<file path="src/rtl/l2_request_issue_if.sv">
// Handshake bundle between the L2 request issue stage, its requesting ports,
// the round-robin arbiter and the single L2 request/write-data channel.
interface l2_request_issue_if #(
    parameter int NUM_PORTS = 4,
    parameter int ADDR_W    = 30,
    parameter int LEN_W     = 5,
    parameter int DATA_W    = 32
);
    localparam int IDX_W = (NUM_PORTS > 1) ? $clog2(NUM_PORTS) : 1;

    logic [NUM_PORTS-1:0]        req_valid;
    logic [NUM_PORTS*ADDR_W-1:0] req_addr;
    logic [NUM_PORTS-1:0]        req_rnw;
    logic [NUM_PORTS*LEN_W-1:0]  req_len;
    logic [NUM_PORTS-1:0]        req_ready;
    logic [NUM_PORTS-1:0]        wdata_valid;
    logic [NUM_PORTS*DATA_W-1:0] wdata;
    logic [NUM_PORTS-1:0]        wdata_ready;
    logic [NUM_PORTS-1:0]        arb_requests;
    logic                        arb_strobe;
    logic                        arb_grantee_valid;
    logic [IDX_W-1:0]            arb_grantee_i;
    logic                        out_valid;
    logic [ADDR_W-1:0]           out_addr;
    logic                        out_rnw;
    logic [LEN_W-1:0]            out_len;
    logic [IDX_W-1:0]            out_id;
    logic                        out_ready;
    logic                        out_wvalid;
    logic [DATA_W-1:0]           out_wdata;
    logic                        out_wlast;
    logic                        out_wready;
    logic                        busy;

    // master: the issue stage itself; slave: ports, arbiter and L2 around it
    modport master (
        input  req_valid, req_addr, req_rnw, req_len, wdata_valid, wdata,
        input  arb_grantee_valid, arb_grantee_i, out_ready, out_wready,
        output req_ready, wdata_ready, arb_requests, arb_strobe,
        output out_valid, out_addr, out_rnw, out_len, out_id,
        output out_wvalid, out_wdata, out_wlast, busy
    );

    modport slave (
        output req_valid, req_addr, req_rnw, req_len, wdata_valid, wdata,
        output arb_grantee_valid, arb_grantee_i, out_ready, out_wready,
        input  req_ready, wdata_ready, arb_requests, arb_strobe,
        input  out_valid, out_addr, out_rnw, out_len, out_id,
        input  out_wvalid, out_wdata, out_wlast, busy
    );
endinterface

</file>
<file path="src/rtl/l2_request_issue.sv">
// Issue stage behind the L2 round-robin arbiter: pops the granted request, holds
// it on the L2 request channel, then forwards the write burst for writes.
//
// state | meaning
// IDLE  | arbiter sees req_valid; a grantee is popped and registered
// HOLD  | out_valid high, request fields frozen until out_ready
// WDATA | forwarding write beats from port out_id, beat_cnt beats left minus one
module l2_request_issue #(
    parameter int NUM_PORTS = 4,
    parameter int ADDR_W    = 30,
    parameter int LEN_W     = 5,
    parameter int DATA_W    = 32
) (
    input  logic               clk,
    input  logic               rst,
    l2_request_issue_if.master bus
);
    localparam int IDX_W = (NUM_PORTS > 1) ? $clog2(NUM_PORTS) : 1;

    typedef enum logic [1:0] {
        IDLE  = 2'd0,
        HOLD  = 2'd1,
        WDATA = 2'd2
    } state_t;

    state_t             state, state_nxt;
    logic               out_valid_q;
    logic [ADDR_W-1:0]  addr_q;
    logic               rnw_q;
    logic [LEN_W-1:0]   len_q;
    logic [IDX_W-1:0]   id_q;
    logic [LEN_W-1:0]   beat_cnt;

    logic                 grant, req_hs, beat;
    logic [NUM_PORTS-1:0] arb_requests_c, req_ready_c, wdata_ready_c;
    logic                 arb_strobe_c, out_wvalid_c, out_wlast_c;
    logic [DATA_W-1:0]    out_wdata_c;

    always_ff @(posedge clk) begin
        if (rst) begin
            state       <= IDLE;
            out_valid_q <= 1'b0;
            addr_q      <= '0;
            rnw_q       <= 1'b0;
            len_q       <= '0;
            id_q        <= '0;
            beat_cnt    <= '0;
        end else begin
            state <= state_nxt;
            if (grant) begin
                addr_q      <= bus.req_addr[bus.arb_grantee_i*ADDR_W +: ADDR_W];
                rnw_q       <= bus.req_rnw[bus.arb_grantee_i];
                len_q       <= bus.req_len[bus.arb_grantee_i*LEN_W +: LEN_W];
                id_q        <= bus.arb_grantee_i;
                out_valid_q <= 1'b1;
            end
            if (req_hs) begin
                out_valid_q <= 1'b0;
                if (!rnw_q)
                    beat_cnt <= len_q;
            end
            // counter stops at zero; the final beat leaves WDATA instead of wrapping
            if (beat && beat_cnt != '0)
                beat_cnt <= beat_cnt - 1'b1;
        end
    end

    always_comb begin
        state_nxt      = state;
        grant          = 1'b0;
        req_hs         = 1'b0;
        beat           = 1'b0;
        arb_requests_c = '0;
        arb_strobe_c   = 1'b0;
        req_ready_c    = '0;
        wdata_ready_c  = '0;
        out_wvalid_c   = 1'b0;
        out_wdata_c    = '0;
        out_wlast_c    = 1'b0;
        if (!rst) begin
            case (state)
                IDLE: begin
                    arb_requests_c = bus.req_valid;
                    if (bus.arb_grantee_valid) begin
                        grant                          = 1'b1;
                        arb_strobe_c                   = 1'b1;
                        req_ready_c[bus.arb_grantee_i] = 1'b1;
                        state_nxt                      = HOLD;
                    end
                end
                HOLD: begin
                    if (bus.out_ready) begin
                        req_hs    = 1'b1;
                        state_nxt = rnw_q ? IDLE : WDATA;
                    end
                end
                WDATA: begin
                    out_wvalid_c        = bus.wdata_valid[id_q];
                    out_wdata_c         = bus.wdata[id_q*DATA_W +: DATA_W];
                    wdata_ready_c[id_q] = bus.out_wready;
                    out_wlast_c         = (beat_cnt == '0) && out_wvalid_c;
                    beat                = out_wvalid_c && bus.out_wready;
                    if (beat && beat_cnt == '0)
                        state_nxt = IDLE;
                end
                default: state_nxt = IDLE;
            endcase
        end
    end

    assign bus.arb_requests = arb_requests_c;
    assign bus.arb_strobe   = arb_strobe_c;
    assign bus.req_ready    = req_ready_c;
    assign bus.wdata_ready  = wdata_ready_c;
    assign bus.out_valid    = out_valid_q;
    assign bus.out_addr     = addr_q;
    assign bus.out_rnw      = rnw_q;
    assign bus.out_len      = len_q;
    assign bus.out_id       = id_q;
    assign bus.out_wvalid   = out_wvalid_c;
    assign bus.out_wdata    = out_wdata_c;
    assign bus.out_wlast    = out_wlast_c;
    assign bus.busy         = !rst && (state != IDLE);
endmodule

</file>
<file path="src/flat_wrapper.sv">
// flat-port wrapper written by rule: the top's interface ports become plain ports
module l2_request_issue_flat 
#(
    parameter int NUM_PORTS = 4,
    parameter int ADDR_W    = 30,
    parameter int LEN_W     = 5,
    parameter int DATA_W    = 32
)
  (clk, rst, bus_req_valid, bus_req_addr, bus_req_rnw, bus_req_len, bus_wdata_valid, bus_wdata, bus_arb_grantee_valid, bus_arb_grantee_i, bus_out_ready, bus_out_wready, bus_req_ready, bus_wdata_ready, bus_arb_requests, bus_arb_strobe, bus_out_valid, bus_out_addr, bus_out_rnw, bus_out_len, bus_out_id, bus_out_wvalid, bus_out_wdata, bus_out_wlast, bus_busy);
  l2_request_issue_if #(.NUM_PORTS(NUM_PORTS), .ADDR_W(ADDR_W), .LEN_W(LEN_W), .DATA_W(DATA_W)) bus_i ();
  input  logic clk;
  input  logic rst;
  input wire logic [$bits(bus_i.req_valid)-1:0] bus_req_valid;
  input wire logic [$bits(bus_i.req_addr)-1:0] bus_req_addr;
  input wire logic [$bits(bus_i.req_rnw)-1:0] bus_req_rnw;
  input wire logic [$bits(bus_i.req_len)-1:0] bus_req_len;
  input wire logic [$bits(bus_i.wdata_valid)-1:0] bus_wdata_valid;
  input wire logic [$bits(bus_i.wdata)-1:0] bus_wdata;
  input wire logic [$bits(bus_i.arb_grantee_valid)-1:0] bus_arb_grantee_valid;
  input wire logic [$bits(bus_i.arb_grantee_i)-1:0] bus_arb_grantee_i;
  input wire logic [$bits(bus_i.out_ready)-1:0] bus_out_ready;
  input wire logic [$bits(bus_i.out_wready)-1:0] bus_out_wready;
  output wire logic [$bits(bus_i.req_ready)-1:0] bus_req_ready;
  output wire logic [$bits(bus_i.wdata_ready)-1:0] bus_wdata_ready;
  output wire logic [$bits(bus_i.arb_requests)-1:0] bus_arb_requests;
  output wire logic [$bits(bus_i.arb_strobe)-1:0] bus_arb_strobe;
  output wire logic [$bits(bus_i.out_valid)-1:0] bus_out_valid;
  output wire logic [$bits(bus_i.out_addr)-1:0] bus_out_addr;
  output wire logic [$bits(bus_i.out_rnw)-1:0] bus_out_rnw;
  output wire logic [$bits(bus_i.out_len)-1:0] bus_out_len;
  output wire logic [$bits(bus_i.out_id)-1:0] bus_out_id;
  output wire logic [$bits(bus_i.out_wvalid)-1:0] bus_out_wvalid;
  output wire logic [$bits(bus_i.out_wdata)-1:0] bus_out_wdata;
  output wire logic [$bits(bus_i.out_wlast)-1:0] bus_out_wlast;
  output wire logic [$bits(bus_i.busy)-1:0] bus_busy;
  assign bus_i.req_valid = bus_req_valid;
  assign bus_i.req_addr = bus_req_addr;
  assign bus_i.req_rnw = bus_req_rnw;
  assign bus_i.req_len = bus_req_len;
  assign bus_i.wdata_valid = bus_wdata_valid;
  assign bus_i.wdata = bus_wdata;
  assign bus_i.arb_grantee_valid = bus_arb_grantee_valid;
  assign bus_i.arb_grantee_i = bus_arb_grantee_i;
  assign bus_i.out_ready = bus_out_ready;
  assign bus_i.out_wready = bus_out_wready;
  assign bus_req_ready = bus_i.req_ready;
  assign bus_wdata_ready = bus_i.wdata_ready;
  assign bus_arb_requests = bus_i.arb_requests;
  assign bus_arb_strobe = bus_i.arb_strobe;
  assign bus_out_valid = bus_i.out_valid;
  assign bus_out_addr = bus_i.out_addr;
  assign bus_out_rnw = bus_i.out_rnw;
  assign bus_out_len = bus_i.out_len;
  assign bus_out_id = bus_i.out_id;
  assign bus_out_wvalid = bus_i.out_wvalid;
  assign bus_out_wdata = bus_i.out_wdata;
  assign bus_out_wlast = bus_i.out_wlast;
  assign bus_busy = bus_i.busy;
  l2_request_issue #(.NUM_PORTS(NUM_PORTS), .ADDR_W(ADDR_W), .LEN_W(LEN_W), .DATA_W(DATA_W)) u_core (.clk(clk), .rst(rst), .bus(bus_i));
endmodule
</file>
<file path="config.mk">
export PLATFORM = sky130hd
export DESIGN_NAME = l2_request_issue_flat
export DESIGN_NICKNAME = d
export VERILOG_FILES = /design/src/rtl/l2_request_issue_if.sv /design/src/rtl/l2_request_issue.sv /design/src/flat_wrapper.sv
export SDC_FILE = /design/constraint.sdc
export NUM_CORES = 1
export LEC_CHECK = 0
export CORE_AREA = 2 2 145 147
export DETAILED_ROUTE_END_ITERATION = 10
export DIE_AREA = 0 0 147 149
export SYNTH_ARGS = -nofsm -noshare
export SYNTH_HDL_FRONTEND = slang
export SYNTH_SLANG_ARGS = --single-unit
</file>
<file path="constraint.sdc">
create_clock -name clk -period 3.35 [get_ports clk]
set_input_delay 0.67 -clock clk [delete_from_list [all_inputs] [get_ports clk]]
set_output_delay 0.67 -clock clk [all_outputs]
set_load 0.005 [all_outputs]
</file>
==> reports/results.tsv <==
metric	value	unit
arrival	2.48	ns
drive_gt1_share	16.02	%
htree_num_levels	2	
synth_edf_count	0	
wl_per_cell	20.96	µm
cp.required	2.68	ns
synthArstFlopShare	0	%
die-area	0.02190	mm²
setup_viol	0	
die_w	147	µm
post_drt_via_cell_ratio	4.485	
ys.flop_type	dfxtp_1	
clk_pin_slew_worst_paths	0.07	ns
cts_tree	done	
synthTopCellsByArea	mux4_2 44%, dfxtp_1 26%, a22o_1 9.1%	
reg2reg_to	u_core.beat_cnt[2]$_SDFFE_PP0P_	
synthCells	279	
power_density	253.5	mW/mm²
antenna_left	0	
root_buffer	clkbuf_16	
grt_setup_unrepaired	false	
final_common_cell	clkdlybuf4s50_1	
p_clk_share	27.0	%
vdd.ir_drop.worst	0.2065	mV
core.rowCount	53	
num_vias	4131	
setup_tns	0	ns
relSlewSlack	56.90	%
netSwitchingFraction	24.95	%
syn_avg_cell_area	12.78	µm²
grt_first_pass_wirelength	27670	µm
drc	0	
r2r_slack	1.25	ns
netlist.area_leader.share	43.59	%
clk_path_buf_depth	2	
status	finished, final reports clean	
maxCapViolations	0	
gr-total-overflow	0	
worstSetupPathType	input pin to primary output	
hold_violations	0	
power_frac_comb	41.2	%
synthToLayoutAreaGrowth	119.2	%
gp_congestion	0.8841	
slew_viol_final	0	
yosysSeqAreaShare	25.83	%
cp-end-kind	primary output	
hold_start	u_core.bus.out_addr[16]$_SDFFE_PP0P_	
synth_area	0.003565	mm²
drtIter0Drc	151	
timing.rr.start	u_core.bus.out_id[1]$_SDFFE_PP0P_	
place_area	0.007640	mm²
p_seq_share	31.8	%
cts_resized	0	
clk_latency	0.29	ns
tightest_slew	0.6466	ns
die_h	149	µm
hold_buffers	0	
post-cts-setup-buffer-count	0	
crit_path_start_kind	input pin	
layout_common_cells	371 x clkdlybuf4s50_1, 69 x mux4_2, 45 x dfxtp_1	
cts_sinks	46	
nFillCells	2000	
track_usage	16.82	%
ys_warn_count	0	
syn_nets	567	
grt_max_degree	40	
period_minus_slack	3.151	ns
post-dp-hpwl	16360	µm
io_pins	374	
r2r_cells	5	
nets	930	
drt_wl_total	19300	µm
cts_made_buffers	5	
worstHoldPathType	register to register	
p_leak	2.745	nW
cp_max_fo	14	
holdPathStages	1	
synth_top_area_cell	mux4_2	
hold_path_end	u_core.bus.out_addr[16]$_SDFFE_PP0P_	
port_buffers	373	
ys_types	38	
power.switching	494.3	µW
core_area	0.02056	mm²
finalCritPeriodShare	94.06	%
max_freq	0.3174	GHz
antenna_found_initial	3	
start_util	17.34	%
firstDrtPassIters	4	
internal_power	1.487	mW
grt_pass1_vias	4649	
synth-seq-cells	46	
fin_skew	0.005177	ns
postLayoutCellArea	0.007814	mm²
==> cell usage after synthesis, drive strengths merged (2+ instances only) <==
cell type,count
dfxtp,46
nand2,4
nor2b,2
inv,6
and4,2
mux4,69
o21ai,2
and3,3
nor3b,5
buf,16
a22oi,2
a2111oi,3
and2,38
clkbuf,16
a22o,37
a21oi,3
nor3,3
nor2,6
==> routing by layer <==
metal	up-vias	track usage, %	wire length [µm]
li1	1876	-	-
met1	1994	16.96	6744
met2	247	33.43	10740
met3	14	4.648	1608
met4	0	5.144	213
met5	-	0	0
==> how the worst max path moves through the flow <==
| stage | from | end | slack, ns | cells after the start |
|---|---|---|---|---|
| global placement | rst | bus_req_ready[0] | 0.17 | 6 |
| CTS | rst | bus_wdata_ready[2] | 0.14 | 6 |
| finish | rst | bus_wdata_ready[1] | 0.20 | 6 |
| floorplan | u_core.bus.out_id[0]$_SDFFE_PP0P_ | bus_out_wdata[10] | 1.04 | 4 |
| global route | rst | bus_wdata_ready[1] | 0.05 | 6 |
| detailed placement | rst | bus_wdata_ready[2] | 0.16 | 6 |
==> cells by family (layout without fill, tap and decap cells) <==
family	count (synthesis)	in the layout	share of synthesized area (%)
simple gates	72	72	12.67
mux	69	69	43.59
compound gates	53	53	13.09
flops	46	46	25.83
buf+inv	38	402	4.458
fa+ha+maj	1	1	0.3509
other cells	0	3	0
==> power by group through the flow <==
stage | clock, mW | combinational [mW] | sequential, mW
after global placement | 0 | 0.813 | 0.640
final | 0.535 | 0.817 | 0.629
after global routing | 0.574 | 0.870 | 0.635
after CTS | 0.556 | 0.832 | 0.630
after floorplan | 0 | 0.293 | 0.633
after detailed placement | 0 | 0.828 | 0.640
==> stage by stage <==
| step | power (mW) | util, % | std cells | hold slack [ns] | setup WS (ns) |
|---|---|---|---|---|---|
| detailed placement | 1.467 | 37.16 | 910 | 0.4688 | 0.1595 |
| CTS | 2.017 | 37.95 | 918 | 0.4873 | 0.1383 |
| floorplan | 0.9264 | - | 279 | 0.4660 | 1.035 |
| finish | 1.981 | 38.01 | 921 | 0.4849 | 0.1990 |
| global route | 2.079 | 38.01 | 921 | 0.5066 | 0.04700 |
| global placement | 1.452 | 37.16 | 910 | 0.4613 | 0.1701 |
==> cell type report <==
class	count	area, µm²	area share, %
Clock buffer	7	152.6	1.954
Multi-Input combinational cell	195	2507	32.09
Antenna cell	3	7.507	0.09608
Clock inverter	1	8.758	0.1121
Tap cell	275	344.1	4.404
Sequential cell	46	922.1	11.80
Inverter	6	22.52	0.2882
Timing Repair Buffer	388	3849	49.26
==> critical path, cell delays in order <==
cell             delay, ns
clkdlybuf4s50_1       0.47
nor3b_2               0.17
buf_4                 0.22
nand2_1               0.16
nor3b_1               0.23
clkdlybuf4s50_1       0.54
==> registers in the layout (all words and copies together), names as in the netlist <==
| signal | count |
|---|---|
| u_core.bus.out_len | 5 |
| u_core.beat_cnt | 5 |
| u_core.bus.out_addr | 30 |
| u_core.bus.out_id | 2 |
| u_core.bus.out_valid | 1 |
| u_core.bus.out_rnw | 1 |
| u_core.state | 2 |
No activity file was read; power rests on OpenSTA's default activity.
